**config.mk**
```make
export PLATFORM = sky130hd
export DESIGN_NAME = cp0_regfile
export DESIGN_NICKNAME = d
export VERILOG_FILES = /design/src/rtl/cp0_regfile.sv
export SDC_FILE = /design/constraint.sdc
export NUM_CORES = 1
export LEC_CHECK = 0
export ABC_AREA = 1
export CAP_MARGIN = 20
export CELL_PAD_IN_SITES_DETAIL_PLACEMENT = 2
export CELL_PAD_IN_SITES_GLOBAL_PLACEMENT = 2
export CORE_MARGIN = 3
export CORE_UTILIZATION = 24
export DETAILED_ROUTE_END_ITERATION = 6
export PLACE_DENSITY_LB_ADDON = 0.12
export SLEW_MARGIN = 20
export SYNTH_ARGS = -nofsm -noshare
export SYNTH_HDL_FRONTEND = slang
export SYNTH_SLANG_ARGS = --single-unit
```
**constraint.sdc**
```tcl
create_clock -name clk -period 1.65 [get_ports clk]
set_input_delay 0.33 -clock clk [delete_from_list [all_inputs] [get_ports clk]]
set_output_delay 0.33 -clock clk [all_outputs]
set_load 0.03 [all_outputs]
```
**src/rtl/cp0_regfile.sv**
```systemverilog
// cp0_regfile: MIPS coprocessor-0 register file (BadVAddr, Count, Compare,
// Status, Cause, EPC) serving mfc0/mtc0, exception commit and eret.
// Optional Count/Compare timer interrupt enabled by macro CP0_TIMER_INT_EN.
module cp0_regfile (
    input  logic        clk,
    input  logic        rst,
    input  logic        we,
    input  logic [4:0]  waddr,
    input  logic [31:0] wdata,
    input  logic [4:0]  raddr,
    output logic [31:0] rdata,
    input  logic [5:0]  hw_int,
    input  logic        exception_occur,
    input  logic        Write_EPC,
    input  logic [31:0] EPC_in,
    input  logic        new_Cause_BD1,
    input  logic        WriteExcCode,
    input  logic [4:0]  ExcCode_in,
    input  logic        write_BadVAddr,
    input  logic [31:0] BadVAddr_in,
    input  logic        eret,
    output logic [31:0] Status,
    output logic [31:0] Cause,
    output logic [31:0] EPC,
    output logic [7:0]  Cause_IP,
    output logic [7:0]  Status_IM,
    output logic        timer_int
);

    localparam logic [4:0] ADDR_BADVADDR = 5'd8;
    localparam logic [4:0] ADDR_COUNT    = 5'd9;
    localparam logic [4:0] ADDR_COMPARE  = 5'd11;
    localparam logic [4:0] ADDR_STATUS   = 5'd12;
    localparam logic [4:0] ADDR_CAUSE    = 5'd13;
    localparam logic [4:0] ADDR_EPC      = 5'd14;

    logic [31:0] badvaddr_q, badvaddr_d;
    logic [31:0] count_q,    count_d;
    logic [31:0] compare_q,  compare_d;
    logic        tick_q,     tick_d;
    logic [7:0]  im_q,       im_d;
    logic        exl_q,      exl_d;
    logic        ie_q,       ie_d;
    logic        bd_q,       bd_d;
    logic        ti_q,       ti_d;
    logic [7:0]  ip_q,       ip_d;
    logic [4:0]  exccode_q,  exccode_d;
    logic [31:0] epc_q,      epc_d;

    logic wr_count, wr_compare, wr_status, wr_cause, wr_epc;
    logic [31:0] count_inc;

    assign wr_count   = we && (waddr == ADDR_COUNT);
    assign wr_compare = we && (waddr == ADDR_COMPARE);
    assign wr_status  = we && (waddr == ADDR_STATUS);
    assign wr_cause   = we && (waddr == ADDR_CAUSE);
    assign wr_epc     = we && (waddr == ADDR_EPC);
    assign count_inc  = count_q + 32'd1;

    // Next-state for every field; priority exception > eret > mtc0 per field
    always_comb begin
        badvaddr_d = badvaddr_q;
        count_d    = count_q;
        compare_d  = compare_q;
        tick_d     = ~tick_q;
        im_d       = im_q;
        exl_d      = exl_q;
        ie_d       = ie_q;
        bd_d       = bd_q;
        ti_d       = 1'b0;
        ip_d       = ip_q;
        exccode_d  = exccode_q;
        epc_d      = epc_q;

        // Count: loads on mtc0 (restarting the half-rate phase), else ticks
        if (wr_count) begin
            count_d = wdata;
            tick_d  = 1'b0;
        end else if (tick_q) begin
            count_d = count_inc;
        end

        if (wr_compare) begin
            compare_d = wdata;
        end

`ifdef CP0_TIMER_INT_EN
        // Compare write clear beats a simultaneous match
        if (wr_compare) begin
            ti_d = 1'b0;
        end else if (tick_q && !wr_count && (count_inc == compare_q)) begin
            ti_d = 1'b1;
        end else begin
            ti_d = ti_q;
        end
`endif

        // Status: mtc0 writes IM/EXL/IE; eret then exception override EXL only
        if (wr_status) begin
            im_d  = wdata[15:8];
            exl_d = wdata[1];
            ie_d  = wdata[0];
        end
        if (eret) begin
            exl_d = 1'b0;
        end
        if (exception_occur) begin
            exl_d = 1'b1;
        end

        // Cause: hardware lines sampled every cycle, software IP via mtc0
        ip_d[7]   = hw_int[5] | ti_q;
        ip_d[6:2] = hw_int[4:0];
        if (wr_cause) begin
            ip_d[1:0] = wdata[9:8];
        end
        if (exception_occur) begin
            bd_d = new_Cause_BD1;
            if (WriteExcCode) begin
                exccode_d = ExcCode_in;
            end
        end

        // EPC: mtc0 accepted unless the exception loads it this cycle
        if (exception_occur && Write_EPC) begin
            epc_d = EPC_in;
        end else if (wr_epc) begin
            epc_d = wdata;
        end

        if (exception_occur && write_BadVAddr) begin
            badvaddr_d = BadVAddr_in;
        end
    end

    // State registers with synchronous reset overriding every strobe
    always_ff @(posedge clk) begin
        if (rst) begin
            badvaddr_q <= '0;
            count_q    <= '0;
            compare_q  <= '0;
            tick_q     <= 1'b0;
            im_q       <= '0;
            exl_q      <= 1'b0;
            ie_q       <= 1'b0;
            bd_q       <= 1'b0;
            ti_q       <= 1'b0;
            ip_q       <= '0;
            exccode_q  <= '0;
            epc_q      <= '0;
        end else begin
            badvaddr_q <= badvaddr_d;
            count_q    <= count_d;
            compare_q  <= compare_d;
            tick_q     <= tick_d;
            im_q       <= im_d;
            exl_q      <= exl_d;
            ie_q       <= ie_d;
            bd_q       <= bd_d;
            ti_q       <= ti_d;
            ip_q       <= ip_d;
            exccode_q  <= exccode_d;
            epc_q      <= epc_d;
        end
    end

    assign Status    = {9'b0, 1'b1, 6'b0, im_q, 6'b0, exl_q, ie_q};
    assign Cause     = {bd_q, ti_q, 14'b0, ip_q, 1'b0, exccode_q, 2'b0};
    assign EPC       = epc_q;
    assign Cause_IP  = ip_q;
    assign Status_IM = im_q;
    assign timer_int = ti_q;

    // mfc0 read mux from current register state
    always_comb begin
        rdata = '0;
        case (raddr)
            ADDR_BADVADDR: rdata = badvaddr_q;
            ADDR_COUNT:    rdata = count_q;
            ADDR_COMPARE:  rdata = compare_q;
            ADDR_STATUS:   rdata = Status;
            ADDR_CAUSE:    rdata = Cause;
            ADDR_EPC:      rdata = epc_q;
            default:       rdata = '0;
        endcase
    end

endmodule

```
==> results.yml, run 1 <==
drt:
  drtAntennaViolNets: 0
  num_vias: 9281
  drc: 0
  routed_wl_mm: 42.3
  drtIter0Drc: 396
  firstDrtPassIters: 4
  post_drt_via_cell_ratio: 4.80
  wl_per_cell_um: 21.9
setup_path:
  cpPeakStageDelay_ns: 0.21
  r2r_setup_slack_ns: 0.12
  reg2reg_from: "count_q[2]$_SDFFE_PP0P_"
  required_ns: 1.32
  end_kind: "output pin"
  critical_path.max_fanout: 5
  crit_type: "in2out"
  crit_chain: "buf_8, inv_4, nor2_4, nand4_1, inv_4, buf_12, buf_16, a22oi_1, o211ai_1, buf_12"
  r2r.worst_path.cells: 9
  critPathLaunchType: "input port"
  crit_path_top_delay_cell: "nand4_1"
  r2r-end: "count_q[26]$_SDFFE_PP0P_"
  arrival_ns: 1.59
power_and_ir_drop:
  power_mw: 9.79
  p_leak_nw: 5.26
  vdd_drop_max_uv: 753
  p_per_area_nw_per_um2: 770
timing:
  drv_slew: 0
  fin_ws_ns: -0.267
  fin_skew_ns: 0.0109
  min_period_over_period_pct: 116
  fin_setup_tns_ns: -6.50
  fmax_mhz: 522
  slew_headroom_pct: 59.2
  setup_viol: 32
  fin_crit_ns: 1.92
  hold_viol: 0
  holdWs_ns: 0.316
  worstMarginPinSlew_ns: 0.611
  rsz0062_at_grt: "true"
die:
  io_pins: 271
  fp.dieArea_sq_um: 36100
  die_x_um: 190
  rows: 66
  fp.dieH_um: 190
  coreArea_sq_um: 32900
  floorplan.initialDensity_pct: 24.6
clock_tree:
  root_buffer: "clkbuf_16"
  max-clock-path-buffers: 2
  cts_tree: "done"
  clkLatencyLatePin_ns: 0.44
  numClockSinks: 153
  cts-htree-levels: 4
  cts_inserted_buffers: 17
  clkTransAtPathRegs_ns: 0.07
finish:
  fin_cells: 1932
  layout.nets: 1603
  multi_input_area_sq_um: 4430
  syn_to_final_growth_pct: 56.5
  layout-drive-gt1-share_pct: 19.6
  regArea_sq_um: 3080
  fillers: 3829
logic_synthesis:
  syn_inst: 1213
  synth-seq-cells: 153
  syn_area_per_cell_sq_um: 6.69
  yosys_warnings: 0
  seq_area_frac_synth_pct: 37.7
  synth_area_sq_um: 8120
  yosys.cell_types.count: 31
global_route:
  grtUsageMet3_pct: 3.46
  grt_use_met2_pct: 36.7
  grt_pass1_wl_mm: 62.9
  grtUsageMet1_pct: 32.8
  grt_pass1_vias: 10000
  grt-ovfl-total: 0
  grt_usage_pct: 23.0
  busiest_layer: "met2"
  grt_max_degree: 51
  antenna_found_initial: 1
run:
  maxCapViolCount: 0
worst_hold_path:
  hold_end: "Status_IM[3]$_SDFFE_PP0P_"
  hold_depth: 4
  hold_class: "in2reg"
  worstHoldStart: "rst"
placement:
  dp_cells: 1888
  place_congestion: 0.820
  port_buffers: 229
  post-place-ws_ns: -0.814
  place_hpwl_mm: 31.8
status:
  violations: "setup timing"
  status: "finished, violations left"
==> worst max path at each step <==
stage                           end  startpoint  cells after the start
after CTS                 rdata[30]    raddr[3]                     10
final                     rdata[27]    raddr[3]                     10
after floorplan            rdata[0]    raddr[4]                      6
after detailed placement  rdata[20]    raddr[0]                      9
after global routing      rdata[27]    raddr[3]                     10
after global placement    rdata[11]    raddr[4]                     10
==> final cells by class <==
| cell class | instances | share of cell area [%] |
|---|---|---|
| multi-input cells | 856 | 34.8 |
| diodes | 1 | 0.0197 |
| repair buffers | 329 | 28.0 |
| clock inverters | 14 | 1.29 |
| flip-flops and latches | 153 | 24.3 |
| inverters | 119 | 3.79 |
| clock buffers | 18 | 3.46 |
| well taps | 442 | 4.35 |
==> per-stage QoR <==
stage	utilization, %	area [sq um]
floorplan	-	8300
global placement	34.7	11400
detailed placement	34.7	11400
CTS	38.1	12500
global route	38.6	12700
finish	38.6	12700
==> registers in the layout, summed over array words and instances, names as in the netlist <==
register / cells
Status_IM: 8
EPC: 32
ie_q: 1
Cause_IP: 8
compare_q: 32
count_q: 32
tick_q: 1
exl_q: 1
badvaddr_q: 32
exccode_q: 5
bd_q: 1
==> cells by family (layout without fill, tap and decap cells) <==
kind of cell / Yosys count / count (layout) / share of synthesized area [%]
xor+xnor: 14 / 14 / 1.60
buf+inv: 243 / 480 / 14.5
other cells: 2 / 42 / 0.0925
simple gates: 510 / 510 / 25.8
compound gates: 290 / 290 / 20.1
fa+ha+maj: 1 / 1 / 0.154
flops: 153 / 153 / 37.7
==> power breakdown <==
part,internal (mW),switching (mW)
sequential,3.84,0.137
clock,2.31,1.87
combinational,0.666,0.969
==> layer usage <==
metal,vias up,routed length [um]
li1,4365,-
met1,4635,20100
met2,243,19500
met3,38,1870
met4,0,774
met5,-,0
==> cell usage in the layout, fill, tap and decap left out, drive strengths merged, types with 53 or more instances in the layout <==
| cell type | instances |
|---|---|
| dlygate4sd2 | 53 |
| nand3 | 60 |
| a21oi | 73 |
| buf | 133 |
| clkdlybuf4s50 | 119 |
| nand2 | 274 |
| dfxtp | 153 |
| nor2 | 167 |
| inv | 123 |
| o21ai | 133 |
==> cells in the mapped netlist, drive strengths merged <==
| library cell | instances | area, sq um |
|---|---|---|
| nand2 | 274 | 1050 |
| nor2 | 167 | 696 |
| dfxtp | 153 | 3060 |
| o21ai | 133 | 666 |
| inv | 118 | 443 |
| buf | 84 | 577 |
| a21oi | 73 | 373 |
| nand3 | 60 | 300 |
| clkbuf | 40 | 154 |
| a31oi | 34 | 213 |
| a22oi | 29 | 218 |
| o211ai | 19 | 143 |
| xor2 | 11 | 104 |
| nand4 | 8 | 50.1 |
| xnor2 | 3 | 26.3 |
| conb | 2 | 7.51 |
| o2111ai | 2 | 17.5 |
| and2 | 1 | 6.26 |
| clkinv | 1 | 3.75 |
| ha | 1 | 12.5 |
==> worst max-delay path: cells and delay by family <==
kind | cells | cell delay (ns)
buffers and inverters | 6 | 0.71
and+or+nand+nor | 2 | 0.32
AOI/OAI and AO/OA | 2 | 0.23
==> timing repair <==
item	CTS	global route
endpoints found under the setup margin	116	99
gates cloned	5	1
pin swaps	28	27
setup buffers	8	7
hold buffers	0	0
resized for setup	230	61
(Power assumes the default switching activity.)
==> run 2, diff against run 1 <==
--- a/config.mk
+++ b/config.mk
@@ -9,7 +9,7 @@
 export CAP_MARGIN = 20
 export CELL_PAD_IN_SITES_DETAIL_PLACEMENT = 2
 export CELL_PAD_IN_SITES_GLOBAL_PLACEMENT = 2
-export CORE_MARGIN = 3
+export CORE_MARGIN = 2
 export CORE_UTILIZATION = 24
 export DETAILED_ROUTE_END_ITERATION = 6
 export PLACE_DENSITY_LB_ADDON = 0.12
==> constraint.sdc (replaced) <==
create_clock -name clk -period 1.8 [get_ports clk]
set_input_delay 0.36 -clock clk [delete_from_list [all_inputs] [get_ports clk]]
set_output_delay 0.36 -clock clk [all_outputs]
set_load 0.03 [all_outputs]
==> run 2 against run 1 <==
Effect of this change:
- the run still ends with setup timing left
- wire length down 1.5%
- sequential power down 8.3%
- sequential share of layout area about the same
- die area down 2.1%
- hold slack better by 0.10 ns
- combinational power down 12%
- clock power down 7.4%
- first-iteration DRC count down 14%
- final cell count up 0.36%
- clock skew down 0.0022 ns
==> results.yml, run 2 (same netlist as run 1, synthesis figures left out) <==
global_route:
  antenna_found_initial: 2
  grt_usage_pct: 23.6
  grt_max_degree: 98
  grt_pass1_wl_mm: 63.0
  grt_pass1_vias: 9898
  grt-ovfl-total: 0
worst_hold_path:
  hold_end: "count_q[1]$_SDFFE_PP0P_"
  worstHoldStart: "rst"
  hold_class: "in2reg"
  hold_depth: 5
status:
  status: "finished, violations left"
  violations: "setup timing"
timing:
  drv_slew: 0
  min_period_over_period_pct: 110
  fin_ws_ns: -0.189
  hold_viol: 0
  fin_setup_tns_ns: -3.79
  fin_skew_ns: 0.00868
  slew_headroom_pct: 59.9
  fin_crit_ns: 1.99
  worstMarginPinSlew_ns: 0.601
  rsz0062_at_grt: "true"
  fmax_mhz: 503
  setup_viol: 32
setup_path:
  arrival_ns: 1.63
  r2r-end: "count_q[14]$_SDFFE_PP0P_"
  crit_chain: "buf_6, buf_6, nor2_4, nand3_2, inv_2, buf_12, buf_8, buf_6, a22oi_2, o211ai_1, clkbuf_16"
  r2r_setup_slack_ns: 0.12
  reg2reg_from: "count_q[0]$_SDFFE_PP0P_"
  required_ns: 1.44
  end_kind: "output pin"
  r2r.worst_path.cells: 8
  critPathLaunchType: "input port"
  crit_type: "in2out"
  path_common_cell: "buf_6"
  critical_path.max_fanout: 6
  crit_path_top_delay_cell: "clkbuf_16"
  cpPeakStageDelay_ns: 0.20
power_and_ir_drop:
  sw_frac_of_total_pct: 29.2
  power_frac_clock_pct: 43.2
  p_leak_nw: 5.27
  vdd_drop_max_uv: 637
  p_seq_share_pct: 40.7
  p_per_area_nw_per_um2: 709
  combPwrFrac_pct: 16.1
  p_sw_mw: 2.62
  p_int_mw: 6.35
clock_tree:
  holdBufCountCts: 0
  cts-htree-levels: 4
  clkTransAtPathRegs_ns: 0.06
  root_buffer: "clkbuf_16"
  max-clock-path-buffers: 2
  clkLatencyLatePin_ns: 0.43
  cts_tree: "done"
  cts_inserted_buffers: 17
  numClockSinks: 153
die:
  fp.dieH_um: 188
  fp.dieArea_sq_um: 35300
  floorplan.initialDensity_pct: 24.3
  rows: 67
  io_pins: 271
  coreArea_sq_um: 33400
  die_x_um: 188
placement:
  port_buffers: 229
  dp_cells: 1886
  place_hpwl_mm: 31.5
  place_congestion: 0.836
finish:
  layout.nets: 1603
  fillers: 3882
  syn_to_final_growth_pct: 55.7
  final_common_cell: "nand2_1"
  layout_common_cells: "245 x nand2_1, 150 x nor2_1, 149 x dfxtp_1"
  fin_cells: 1939
  layout-drive-gt1-share_pct: 18.3
drt:
  routed_wl_mm: 41.7
  firstDrtPassIters: 6
  drtIter0Drc: 341
  drc: 0
  drtAntennaViolNets: 0
  wl_per_cell_um: 21.5
  post_drt_via_cell_ratio: 4.76
  num_vias: 9222
run:
  maxCapViolCount: 0
==> run 2: cell types whose count changed in the layout (fill, tap and decap cells not counted), sizes merged <==
cell,previous run,this run
bufbuf,1,2
clkdlybuf4s15,13,0
inv,123,121
clkinvlp,2,1
buf,133,130
bufinv,2,3
diode,1,2
clkbuf,28,27
dlygate4sd2,53,71
==> run 2: cell type report <==
class / count / area, sq um / area share (%)
Antenna cell: 2 / 5.00 / 0.0396
Clock buffer: 20 / 447 / 3.53
Clock inverter: 12 / 166 / 1.32
Inverter: 119 / 462 / 3.65
Multi-Input combinational cell: 856 / 4340 / 34.4
Sequential cell: 153 / 3070 / 24.3
Tap cell: 448 / 561 / 4.43
Timing Repair Buffer: 329 / 3590 / 28.4
==> run 2: repair_timing <==
| item | CTS | global route |
|---|---|---|
| pin swaps | 35 | 25 |
| setup buffers | 19 | 4 |
| gates resized for setup | 199 | 47 |
| cloned | 4 | 0 |
| setup endpoints to repair | 104 | 57 |
==> run 2: metal layers <==
layer  GRT usage, %  part of all wire (%)  up-vias
met1           31.8                    47     4594
met5              0                     0        -
met4           5.39                   1.5        0
li1               -                     -     4371
met3           4.17                   4.7       32
met2           39.4                    47      225
==> run 2: worst max-delay path: cells and delay by family <==
kind,cells,cell delay [ns]
and+or+nand+nor,2,0.20
buffers and inverters,7,0.87
AOI/OAI and AO/OA,2,0.20
==> run 2: worst max path at each step <==
| stage | start | end | slack (ns) |
|---|---|---|---|
| 6_report | raddr[4] | rdata[18] | -0.19 |
| 5_1_grt | raddr[2] | rdata[17] | -0.23 |
| 4_1_cts | raddr[3] | rdata[11] | -0.23 |
| 3_5_place_dp | raddr[3] | rdata[15] | -0.74 |
| 3_3_place_gp | raddr[3] | rdata[17] | -0.68 |
| 2_1_floorplan | raddr[4] | rdata[0] | -0.01 |
==> run 2: power groups by stage <==
stage | combinational, mW | clock, mW | sequential (mW)
floorplan | 0.613 | 0 | 3.79
global placement | 1.41 | 0 | 3.71
detailed placement | 1.43 | 0 | 3.72
CTS | 1.45 | 3.96 | 3.64
global route | 1.55 | 4.11 | 3.66
finish | 1.44 | 3.87 | 3.65
==> run 2: metrics by stage <==
stage	util (%)	total power [mW]	hold slack, ns	area (sq um)	setup slack (ns)
after floorplan	-	4.41	0.423	8270	-0.0119
after detailed placement	34.0	5.15	0.440	11400	-0.738
after global routing	37.8	9.33	0.436	12600	-0.229
final	37.8	8.96	0.416	12600	-0.189
after global placement	34.0	5.13	0.433	11400	-0.684
after CTS	37.5	9.06	0.397	12500	-0.228
==> run 3, diff against run 2 <==
--- a/config.mk
+++ b/config.mk
@@ -11,8 +11,10 @@
 export CELL_PAD_IN_SITES_GLOBAL_PLACEMENT = 2
 export CORE_MARGIN = 2
 export CORE_UTILIZATION = 24
+export CTS_CLUSTER_SIZE = 14
 export DETAILED_ROUTE_END_ITERATION = 6
 export PLACE_DENSITY_LB_ADDON = 0.12
+export REMOVE_ABC_BUFFERS = 1
 export SLEW_MARGIN = 20
 export SYNTH_ARGS = -nofsm -noshare
 export SYNTH_HDL_FRONTEND = slang
==> run 3 against run 2 <==
Effect of this change:
- the flow still finishes with violations (setup timing)
- flip-flop and latch count is the same
- hold slack better by 0.024 ns
- combinational power hardly changed
- total power up 2.7%
==> results.yml, run 3 (same netlist as run 1, synthesis figures left out) <==
timing:
  fmax_mhz: 470
  fin_skew_ns: 0.0120
  fin_setup_tns_ns: -6.62
  rsz0062_at_grt: "true"
  worstMarginPinSlew_ns: 0.618
  fin_crit_ns: 2.13
  drv_slew: 0
  holdWs_ns: 0.440
  slew_headroom_pct: 58.8
  fin_ws_ns: -0.327
  hold_viol: 0
  setup_viol: 32
  min_period_over_period_pct: 118
setup_path:
  critPathTopFamily: "buffers and inverters"
  crit_path_top_delay_cell: "o211ai_1"
  crit_buf_inv: 6
  critical_path.max_fanout: 12
  crit_chain: "buf_8, nor2_4, buf_4, buf_6, nand2_8, buf_4, buf_6, o211ai_1, clkbuf_16"
  cpPeakStageDelay_ns: 0.37
  required_ns: 1.44
  critPathLaunchType: "input port"
  crit_type: "in2out"
  arrival_ns: 1.77
  end_kind: "output pin"
finish:
  layout_common_cells: "263 x nand2_1, 151 x dfxtp_1, 151 x nor2_1"
  utilization_pct: 37.5
  layout.nets: 1589
  final_common_cell: "nand2_1"
  n_antenna_cell: 0
  syn_to_final_growth_pct: 54.5
  layout-drive-gt1-share_pct: 15.7
die:
  rows: 67
  fp.dieH_um: 188
  coreArea_sq_um: 33400
  fp.dieArea_sq_um: 35300
  die_x_um: 188
  io_pins: 271
  floorplan.initialDensity_pct: 24.3
drt:
  routed_wl_mm: 36.6
  firstDrtPassIters: 4
  drtAntennaViolNets: 0
  num_vias: 9047
  post_drt_via_cell_ratio: 4.70
  wl_per_cell_um: 19.0
  drtIter0Drc: 221
  drc: 0
clock_tree:
  max-clock-path-buffers: 2
  clkLatencyLatePin_ns: 0.44
  numClockSinks: 153
  root_buffer: "clkbuf_16"
  cts-htree-levels: 4
  holdBufCountCts: 0
  clkTransAtPathRegs_ns: 0.07
  cts_inserted_buffers: 17
  cts_tree: "done"
power_and_ir_drop:
  power_mw: 9.21
  p_leak_nw: 5.16
  vdd_drop_max_uv: 662
  p_per_area_nw_per_um2: 734
global_route:
  grt-ovfl-total: 0
  grt_usage_pct: 20.9
  grt_pass1_wl_mm: 57.1
  antenna_found_initial: 1
  grt_pass1_vias: 9827
  grt_max_degree: 65
placement:
  port_buffers: 229
  place_congestion: 0.809
  place_hpwl_mm: 26.7
status:
  violations: "setup timing"
  status: "finished, violations left"
worst_hold_path:
  hold_class: "in2reg"
run:
  maxCapViolCount: 0
-- run 3: power breakdown --
| group | internal, mW | switching [mW] |
|---|---|---|
| logic | 0.591 | 0.840 |
| clock network | 2.52 | 1.63 |
| registers | 3.52 | 0.106 |
| total | 6.63 | 2.58 |
-- run 3: tightest hold or removal path, cell delays in order --
cell	delay, ns
buf_2	0.09
inv_2	0.06
buf_12	0.17
o21ai_0	0.10
a21oi_1	0.04
-- run 3: area by class of cell --
| type | instances | area (sq um) |
|---|---|---|
| multi-input cells | 856 | 4290 |
| inverters | 119 | 460 |
| clock buffers | 19 | 443 |
| flip-flops and latches | 153 | 3070 |
| clock inverters | 13 | 218 |
| fillers | 3835 | 20900 |
| well taps | 448 | 561 |
| repair buffers | 315 | 3500 |
-- run 3: layer usage --
layer | vias up | GRT usage, % | share of wire, %
li1 | 4336 | - | -
met1 | 4468 | 26.9 | 46
met2 | 218 | 36.2 | 49
met3 | 23 | 4.34 | 5.0
met4 | 2 | 4.00 | 0.79
met5 | - | 0 | 0.033
-- run 3: timing repair --
| action | in CTS | in global routing |
|---|---|---|
| pin swaps | 22 | 31 |
| endpoints found under the setup margin | 104 | 36 |
| cloned | 1 | 1 |
| resized for setup | 168 | 56 |
| buffers inserted | 19 | 12 |
-- run 3: final timing paths --
path              slack (ns)                          to  depth (start not counted)                       start
setup / recovery       -0.33                   rdata[30]                          9                    raddr[2]
hold / removal          0.44  compare_q[29]$_SDFFE_PP0P_                          5                         rst
setup reg to reg        0.15    count_q[14]$_SDFFE_PP0P_                          8     count_q[0]$_SDFFE_PP0P_
hold reg to reg         0.45  compare_q[19]$_SDFFE_PP0P_                          2  compare_q[19]$_SDFFE_PP0P_
-- run 3: per-stage QoR --
| step | cells | instance area, sq um | setup WS [ns] |
|---|---|---|---|
| after floorplan | 1128 | 7530 | -0.452 |
| after global placement | 1864 | 11300 | -0.657 |
| after detailed placement | 1864 | 11300 | -0.711 |
| after CTS | 1914 | 12300 | -0.344 |
| after global routing | 1923 | 12500 | -0.374 |
| final | 1923 | 12500 | -0.327 |
